`src/rtl/ic_pkg.sv`:
```
`default_nettype none
// ============================================================================
// Module   : ic_pkg
// Purpose  : Shared constants for the interrupt controller: register address
//            map for the software port and the request-FSM state encodings.
// Ports    : none (package)
// Revision : 1.0 - initial release
// ============================================================================
package ic_pkg;

    // Register select values presented on addr
    localparam logic [1:0] IC_MASK = 2'd0;
    localparam logic [1:0] IC_PEND = 2'd1;
    localparam logic [1:0] IC_VEC  = 2'd2;
    localparam logic [1:0] IC_EDGE = 2'd3;

    // Request FSM encodings
    localparam int unsigned STATE_W = 2;
    localparam logic [STATE_W-1:0] ST_IDLE = 2'd0;
    localparam logic [STATE_W-1:0] ST_REQ  = 2'd1;
    localparam logic [STATE_W-1:0] ST_SVC  = 2'd2;

endpackage : ic_pkg
`default_nettype wire

```
`src/rtl/irq_sync.sv`:
```
`default_nettype none
// ============================================================================
// Module   : irq_sync
// Purpose  : Per-bit two-flop synchronizer for asynchronous interrupt inputs,
//            followed by a one-cycle-delayed copy used for rising-edge
//            detection.
// Ports    : clk      in  1  rising-edge clock
//            rst      in  1  synchronous reset, active-high
//            i_async  in  W  raw asynchronous inputs
//            o_sync   out W  synchronized inputs (second flop)
//            o_rise   out W  high for one cycle after o_sync goes 0->1
// Revision : 1.0 - initial release
// ============================================================================
module irq_sync #(
    parameter int W = 8
) (
    input  logic         clk,
    input  logic         rst,
    input  logic [W-1:0] i_async,
    output logic [W-1:0] o_sync,
    output logic [W-1:0] o_rise
);

    logic [W-1:0] r_meta;
    logic [W-1:0] r_sync;
    logic [W-1:0] r_prev;

    always_ff @(posedge clk) begin
        if (rst) begin
            r_meta <= '0;
            r_sync <= '0;
            r_prev <= '0;
        end else begin
            r_meta <= i_async;
            r_sync <= r_meta;
            r_prev <= r_sync;
        end
    end

    assign o_sync = r_sync;
    assign o_rise = r_sync & ~r_prev;

endmodule : irq_sync
`default_nettype wire

```
`src/rtl/intr_controller.sv`:
```
`default_nettype none
// ============================================================================
// Module   : intr_controller
// Purpose  : Interrupt-request side of the CPU interrupt handshake. Gathers
//            N_SRC sources through a synchronizer, latches them as pending
//            (edge or level per source), masks and priority-encodes them,
//            raises intr until the CPU acknowledges with inta, and then holds
//            intr low until software signals end-of-interrupt.
// Ports    : clk      in  1      rising-edge clock
//            rst      in  1      synchronous reset, active-high
//            irq_src  in  N_SRC  raw interrupt sources (asynchronous)
//            inta     in  1      CPU acknowledge pulse
//            eoi      in  1      end-of-interrupt pulse
//            we       in  1      register write strobe
//            addr     in  2      register select (MASK/PENDING/VECTOR/EDGE)
//            wdata    in  32     register write data
//            rdata    out 32     register read data (combinational)
//            intr     out 1      interrupt request to CPU
//            vec      out VEC_W  index of the source in service
// Revision : 1.0 - initial release
// ============================================================================
module intr_controller
    import ic_pkg::*;
#(
    parameter int N_SRC = 8,
    parameter int VEC_W = 4
) (
    input  logic             clk,
    input  logic             rst,
    input  logic [N_SRC-1:0] irq_src,
    input  logic             inta,
    input  logic             eoi,
    input  logic             we,
    input  logic [1:0]       addr,
    input  logic [31:0]      wdata,
    output logic [31:0]      rdata,
    output logic             intr,
    output logic [VEC_W-1:0] vec
);

    logic [N_SRC-1:0]   w_s2;
    logic [N_SRC-1:0]   w_rise;
    logic [N_SRC-1:0]   r_pend;
    logic [N_SRC-1:0]   r_mask;
    logic [N_SRC-1:0]   r_edge;
    logic [VEC_W-1:0]   r_vec;
    logic [STATE_W-1:0] r_state;
    logic [STATE_W-1:0] w_state_nxt;

    logic [N_SRC-1:0]   w_active;
    logic               w_any;
    logic [VEC_W-1:0]   w_sel;
    logic               w_take;
    logic [N_SRC-1:0]   w_w1c;
    logic [N_SRC-1:0]   w_grant_clr;
    logic               w_unused;

    // Upper write-data bits have no home in any register.
    assign w_unused = &{1'b0, wdata[31:N_SRC]};

    irq_sync #(
        .W (N_SRC)
    ) u_sync (
        .clk     (clk),
        .rst     (rst),
        .i_async (irq_src),
        .o_sync  (w_s2),
        .o_rise  (w_rise)
    );

    assign w_active = r_pend & r_mask;
    assign w_any    = |w_active;

    // Lowest set index wins: scan downwards so the last hit is the smallest.
    always_comb begin
        w_sel = '0;
        for (int i = N_SRC - 1; i >= 0; i--) begin
            if (w_active[i]) begin
                w_sel = i[VEC_W-1:0];
            end
        end
    end

    // Acknowledge taken in REQ; this beats both eoi and a vanished request.
    assign w_take = (r_state == ST_REQ) && inta;

    // W1C only reaches edge-mode bits; level bits just follow the source.
    assign w_w1c = (we && (addr == IC_PEND)) ? (wdata[N_SRC-1:0] & r_edge) : '0;

    // Grant consumes an edge-mode pending bit. The any-check keeps an
    // acknowledge against an empty active set from clearing bit 0.
    assign w_grant_clr = (w_take && w_any) ? (({{(N_SRC-1){1'b0}}, 1'b1} << w_sel) & r_edge)
                                           : '0;

    // Pending: a fresh rising edge outranks any clear in the same cycle.
    // The old edge-select value is used so an EDGE write takes effect next cycle.
    always_ff @(posedge clk) begin
        if (rst) begin
            r_pend <= '0;
        end else begin
            for (int i = 0; i < N_SRC; i++) begin
                if (r_edge[i]) begin
                    if (w_rise[i]) begin
                        r_pend[i] <= 1'b1;
                    end else if (w_w1c[i] || w_grant_clr[i]) begin
                        r_pend[i] <= 1'b0;
                    end
                end else begin
                    r_pend[i] <= w_s2[i];
                end
            end
        end
    end

    always_ff @(posedge clk) begin
        if (rst) begin
            r_mask <= '0;
            r_edge <= '0;
        end else if (we) begin
            if (addr == IC_MASK) begin
                r_mask <= wdata[N_SRC-1:0];
            end
            if (addr == IC_EDGE) begin
                r_edge <= wdata[N_SRC-1:0];
            end
        end
    end

    // vec only moves on a grant and otherwise holds the last serviced index.
    always_ff @(posedge clk) begin
        if (rst) begin
            r_vec <= '0;
        end else if (w_take) begin
            r_vec <= w_sel;
        end
    end

    always_ff @(posedge clk) begin
        if (rst) begin
            r_state <= ST_IDLE;
        end else begin
            r_state <= w_state_nxt;
        end
    end

    always_comb begin
        w_state_nxt = r_state;
        case (r_state)
            ST_IDLE: begin
                if (w_any) begin
                    w_state_nxt = ST_REQ;
                end
            end
            ST_REQ: begin
                if (inta) begin
                    w_state_nxt = ST_SVC;
                end else if (!w_any) begin
                    w_state_nxt = ST_IDLE;
                end
            end
            ST_SVC: begin
                if (eoi) begin
                    w_state_nxt = ST_IDLE;
                end
            end
            default: begin
                w_state_nxt = ST_IDLE;
            end
        endcase
    end

    always_comb begin
        rdata = '0;
        case (addr)
            IC_MASK: rdata[N_SRC-1:0] = r_mask;
            IC_PEND: rdata[N_SRC-1:0] = r_pend;
            IC_VEC: begin
                rdata[31]        = (r_state == ST_SVC);
                rdata[VEC_W-1:0] = r_vec;
            end
            default: rdata[N_SRC-1:0] = r_edge;
        endcase
    end

    assign intr = (r_state == ST_REQ);
    assign vec  = r_vec;

endmodule : intr_controller
`default_nettype wire
```
`config.mk`:
```
export PLATFORM = sky130hd
export DESIGN_NAME = intr_controller
export DESIGN_NICKNAME = d
export VERILOG_FILES = /design/src/rtl/ic_pkg.sv /design/src/rtl/irq_sync.sv /design/src/rtl/intr_controller.sv
export SDC_FILE = /design/constraint.sdc
export NUM_CORES = 1
export LEC_CHECK = 0
export BUFFER_PORTS_ARGS = -buffer_cell sky130_fd_sc_hd__buf_4
export CORE_AREA = 2 2 87 89
export DETAILED_ROUTE_END_ITERATION = 6
export DIE_AREA = 0 0 89 91
export PLACE_DENSITY = 0.66
export SYNTH_ARGS = -nofsm -noshare
export SYNTH_HDL_FRONTEND = slang
export SYNTH_HIERARCHICAL = 1
export SYNTH_SLANG_ARGS = --single-unit
```
`constraint.sdc`:
```
create_clock -name clk -period 3.8 [get_ports clk]
set_clock_uncertainty 0.2 [all_clocks]
set_input_delay 1.14 -clock clk [delete_from_list [all_inputs] [get_ports clk]]
set_output_delay 1.14 -clock clk [all_outputs]
set_load 0.005 [all_outputs]
```
==> impl_results.md, run 1 <==
- Cts repair resizes: 0
- Crit path launch: addr[0]
- Pre-CTS setup slack: 0.423 ns
- P_leak: 1.10 nW
- Commonest cells after routing, fill and taps aside: 53 x dfxtp_1, 38 x buf_4, 25 x nand2_1, 24 x conb_1, 18 x a21oi_1
- EDFF count, synth: 0
- Clk sinks: 53
- Max Fclk: 0.295 GHz
- Die area: 0.00810 mm^2
- RSZ-0062 raised after global routing: no
- Worst-path maximum fanout: 12
- Worst Hold End: u_sync/o_sync[4]
- Area grow syn2layout: 13.9%
- Worst setup margin: 0.409 ns
- Fin. Hold Viols: 0
- Initial core utilization: 34.3%
- CP Class: input port to primary output
- Fin Setup TNS: 0 ns
- Synthesized instance count: 262
- Number of global-route vias before repair: 1656
- Synth warn: 6
- Die W: 89 um
- Multi-input gate area: 0.00122 mm^2
- Power Dens Cells: 355 mW/mm^2
- First-pass GRT wire length: 8.16 mm
- GRT busiest layer: met2
- Primary FF master, synth: dfxtp_1
- CTS buffer count: 5
- Layout Nets: 342
- Total power: 0.000991 W
- Unique masters post-synth: 43
- Fin. max-slew vios: 0
- Number of port buffers: 35
- GRT Util Overall: 13.0%
- Max Cap Viol: 0
- CTS Hold Bufs: 0
- Setup Viol. Count Final: 0
- Worst reg2reg path startpoint: r_mask[2]
- Status: complete, no violations
- Worst R2R Setup Slack: 2.00 ns
- Gpl congestion: 0.822
- Synthesized flop and latch total: 53
- Share of cells above drive strength 1: 22.3%
- Antenna violations before repair: 0
- Met1 Usage GRT: 18.2%
- Reg2Reg Depth: 4
- GR Util met2: 19.0%
- Vias per cell: 4.79
- Met3 Resource Use GR: 4.18%
- Max clock buf depth: 2
- Tightest Hold Check Type: register to register
- DRT Pass-1 Iters: 4
- Drt drc: 0
- Seq. cell area: 0.00106 mm^2
- CTS clock-pin slew for the worst setup and hold paths: 0.09 ns
- Largest net degree at the start of global routing: 54
- Core box area: 0.00714 mm^2
- Post-Syn Area per Cell: 9.35 um^2
- Largest vdd supply drop: 210 uV
- Grt ovf: 0
- Most common cell after layout, fill and taps aside: dfxtp_1
- Synthesized area: 0.00245 mm^2
- Final period util: 89.2%
- Min cycle time layout: 3.39 ns
- Initial drt markers: 136
- # fillers: 734
- WL/cell: 12.8 um
- R2r endpoint: r_pend[5]
- Post-DRT Antenna Nets: 0
- Rows: 31
- Worst hold stages: 1
- Io pins: 84
- CTS tree: built
- Postcts setup bufs: 0
- Post-synth ARST share: 0%
- H-tree Lvls: 2
- Dpl hpwl: 3.52 mm
- Worst-case headroom to the max-slew limit: 60.1%
- Slew @ Worst Pin: 0.599 ns
- CP endpoint kind: primary output
- Utilization after layout: 39.1%
- N_diodes: 0
- Clock Root Buffer: clkbuf_8
- Skew-Pair Late Insertion Delay: 0.30 ns
- Die height: 91 um
- CP required: 2.46 ns
- Routed WL: 5.05 mm
- Register area share after synthesis: 43.3%
- Via count: 1894
- Arrival @ worst endpoint: 2.05 ns
- Hold Startpoint: u_sync/r_meta[4]
- Worst Setup Start Kind: input port
[state kept, by name, summed over array words and instances (netlist names)]
signal / flops
r_edge: 8
r_mask: 8
r_pend: 8
u_sync/o_sync: 8
u_sync/r_meta: 8
u_sync/r_prev: 8
vec: 3
r_state: 2
[synthesized netlist by cell type (3+ instances only)]
master,number,area (um^2)
nand2b_1,3,18.8
a221o_1,3,30.0
nand2_1,25,93.8
a211oi_1,4,30.0
a21oi_1,18,90.1
nand3_1,9,45.0
a22oi_1,6,45.0
mux4_2,3,67.6
clkbuf_1,7,26.3
nor2b_1,14,87.6
inv_1,4,15.0
and2b_1,5,37.5
nor2_1,16,60.1
mux2i_1,15,150
o21ai_0,6,30.0
o21bai_1,3,22.5
dfxtp_1,53,1060
nor2b_2,14,123
buf_4,24,180
[layout make-up]
| cell class | count | share of cell area (%) |
|---|---|---|
| multi-input cells | 193 | 43.8 |
| flip-flops and latches | 53 | 38.0 |
| clock inverters | 2 | 0.359 |
| clock buffers | 6 | 2.60 |
| repair buffers | 38 | 10.2 |
| well taps | 99 | 4.44 |
| inverters | 4 | 0.538 |
[worst max-delay path, cell delays in order]
cell     delay [ns]
buf_4          0.19
and2_0         0.19
buf_4          0.19
nand2_1        0.06
o21ai_0        0.11
buf_4          0.16
[metrics by stage]
step	std cells	hold slack [ns]	cell area [um^2]
CTS	395	0.244	2790
global route	395	0.253	2790
detailed placement	387	0.220	2710
global placement	387	0.216	2710
floorplan	285	0.211	2530
finish	395	0.241	2790
[power breakdown]
part | total [W] | leakage [nW] | switching (W) | internal, W
Combinational | 0.0000978 | 0.627 | 0.0000500 | 0.0000478
Clock | 0.000305 | 0.0450 | 0.000176 | 0.000128
Sequential | 0.000589 | 0.433 | 0.0000145 | 0.000575
[worst max-delay path by stage]
stage	endpoint	slack, ns	depth (start not counted)
6_report	rdata[4]	0.41	6
5_1_grt	rdata[4]	0.35	6
4_1_cts	rdata[2]	0.42	3
3_5_place_dp	rdata[2]	0.42	3
3_3_place_gp	rdata[2]	0.43	3
2_1_floorplan	rdata[0]	0.48	2
[per-layer routing]
metal	routed length, um	share of wire (%)	vias to the layer above
met2	2180	43	84
met3	425	8.4	4
met5	0	0	-
li1	-	-	931
met1	2380	47	875
met4	63	1.2	0
[cell families after synthesis]
group                  synth area share, %
AO/OA/AOI/OAI                         14.3
buffers and inverters                 10.3
AND/OR/NAND/NOR                       23.0
multiplexers                          8.89
other                                0.153
flip-flops                            43.3
Power figures use the tool's default switching activity.
==> inputs of run 2 (changes only) <==
- GPL_TIMING_DRIVEN: default -> 0
==> impl_results.md, run 2 (synthesis gave the netlist of run 1 again) <==
- Antenna violations before repair: 0
- Critical path capture point: rdata[2]
- Fin cells: 426
- Crit path launch: addr[0]
- DRT Pass-1 Iters: 4
- H-tree Lvls: 2
- Layout Nets: 373
- Max clock buf depth: 2
- Commonest cells after routing, fill and taps aside: 59 x buf_4, 53 x dfxtp_1, 25 x nand2_1, 24 x conb_1, 18 x a21oi_1
- Worst Setup Start Kind: input port
- RSZ-0062 raised after global routing: no
- N_diodes: 0
- Area post-placement: 0.00292 mm^2
- Design Area, Final: 0.00304 mm^2
- Gpl congestion: 0.865
- Area grow syn2layout: 24.1%
- CTS tree: built
- Max Fclk: 0.272 GHz
- WL/cell: 13.1 um
- Vias per cell: 4.65
- Worst setup margin: 0.128 ns
- Worst-path maximum fanout: 10
- Largest net degree at the start of global routing: 17
- Dpl hpwl: 4.12 mm
- Max Cap Viol: 0
- Worst-case headroom to the max-slew limit: 53.9%
- Arrival @ worst endpoint: 2.33 ns
- Tightest Hold Check Type: register to register
- Slew @ Worst Pin: 0.691 ns
- Min cycle time layout: 3.67 ns
- Worst reg2reg path startpoint: r_mask[2]
- Die W: 89 um
- Core box area: 0.00714 mm^2
- R2r endpoint: r_pend[5]
- Die height: 91 um
- Clk sinks: 53
- Postcts setup bufs: 0
- Fin. max-slew vios: 0
- Final period util: 96.6%
- Initial core utilization: 34.3%
- Crit-path leading delay family: buffers and inverters
- Post-DRT Antenna Nets: 0
- Fin Setup TNS: 0 ns
- Status: complete, no violations
- P_leak: 1.26 nW
- Most common cell after layout, fill and taps aside: buf_4
- Via count: 1982
- CP required: 2.46 ns
- Number of global-route vias before repair: 1824
- Drt drc: 0
- Slowest-stage cell, CP: clkbuf_1
- Placed cell count: 419
- Io pins: 84
- CP bufs+invs: 3
- Routed WL: 5.58 mm
- Largest vdd supply drop: 200 uV
- First-pass GRT wire length: 8.77 mm
- Skew-Pair Late Insertion Delay: 0.31 ns
- Critical path depth: 4
- Reg2Reg Depth: 4
- CTS buffer count: 5
- GRT Util Overall: 13.8%
- Die area: 0.00810 mm^2
- Utilization after layout: 42.6%
- Grt ovf: 0
- Initial drt markers: 163
- Share of cells above drive strength 1: 28.1%
- Setup Viol. Count Final: 0
- Number of port buffers: 35
- CTS Hold Bufs: 0
- Pre-CTS setup slack: -0.0213 ns
- CP Class: input port to primary output
- # fillers: 741
- Fin. Hold Viols: 0
- Worst R2R Setup Slack: 2.03 ns
- Power Dens Cells: 368 mW/mm^2
- CP endpoint kind: primary output
- Most used cell, CP: buf_4
- CTS clock-pin slew for the worst setup and hold paths: 0.10 ns
- Worst path cell trace: buf_4, clkbuf_1, mux4_2, buf_4
- Rows: 31
- Clock Root Buffer: clkbuf_8
- CP max stage delay: 0.52 ns
[run 2: cell types whose count changed in the layout (fill, tap and decap cells not counted)]
cell / delta
clkbuf_1: +4
clkinvlp_4: +1
buf_1: +1
clkinv_2: -2
buf_6: +2
clkbuf_8: +1
clkbuf_2: +1
bufinv_16: +1
buf_4: +21
buf_2: +1
[run 2: per-layer routing]
metal	global-route usage (%)	vias up	share of wire, %
li1	-	988	-
met5	0	-	0
met1	19.9	913	46
met2	21.0	72	45
met3	3.00	9	8.1
met4	3.61	0	0.91
[run 2: cell type report]
class	instances	area [um^2]	area share, %
multi-input cells	193	1220	40.2
flip-flops and latches	53	1060	34.9
repair buffers	35	263	8.65
plain buffers	34	235	7.74
well taps	99	124	4.08
clock buffers	6	82.6	2.72
clock inverters	2	37.5	1.24
inverters	4	15.0	0.494
[run 2: how the worst min path moves through the flow]
stage | from | end | cells after the start
6_report | u_sync/r_meta[4] | u_sync/o_sync[4] | 1
5_1_grt | u_sync/r_meta[3] | u_sync/o_sync[3] | 1
4_1_cts | u_sync/r_meta[0] | u_sync/o_sync[0] | 1
3_5_place_dp | u_sync/r_meta[3] | u_sync/o_sync[3] | 1
3_3_place_gp | u_sync/r_meta[7] | u_sync/o_sync[7] | 1
2_1_floorplan | u_sync/r_meta[7] | u_sync/o_sync[7] | 1
[run 2: per-stage QoR]
step                hold WS (ns)  total power, W
detailed placement         0.223        0.000724
CTS                        0.250         0.00113
global route               0.257         0.00116
finish                     0.244         0.00112
global placement           0.215        0.000722
floorplan                  0.211        0.000678
[run 2: report_power, final]
part | switching, W | leakage (nW) | internal [W] | total (W)
clock network | 0.000193 | 0.0574 | 0.000214 | 0.000407
registers | 0.0000144 | 0.433 | 0.000575 | 0.000589
logic | 0.0000567 | 0.771 | 0.0000653 | 0.000122
total | 0.000264 | 1.26 | 0.000854 | 0.00112
[run 2: what timing repair did]
item / 4_1_cts / 5_1_grt
pin swaps: 0 / 0
resized for setup: 0 / 2
endpoints found under the setup margin: 1 / 5
gates cloned: 0 / 0
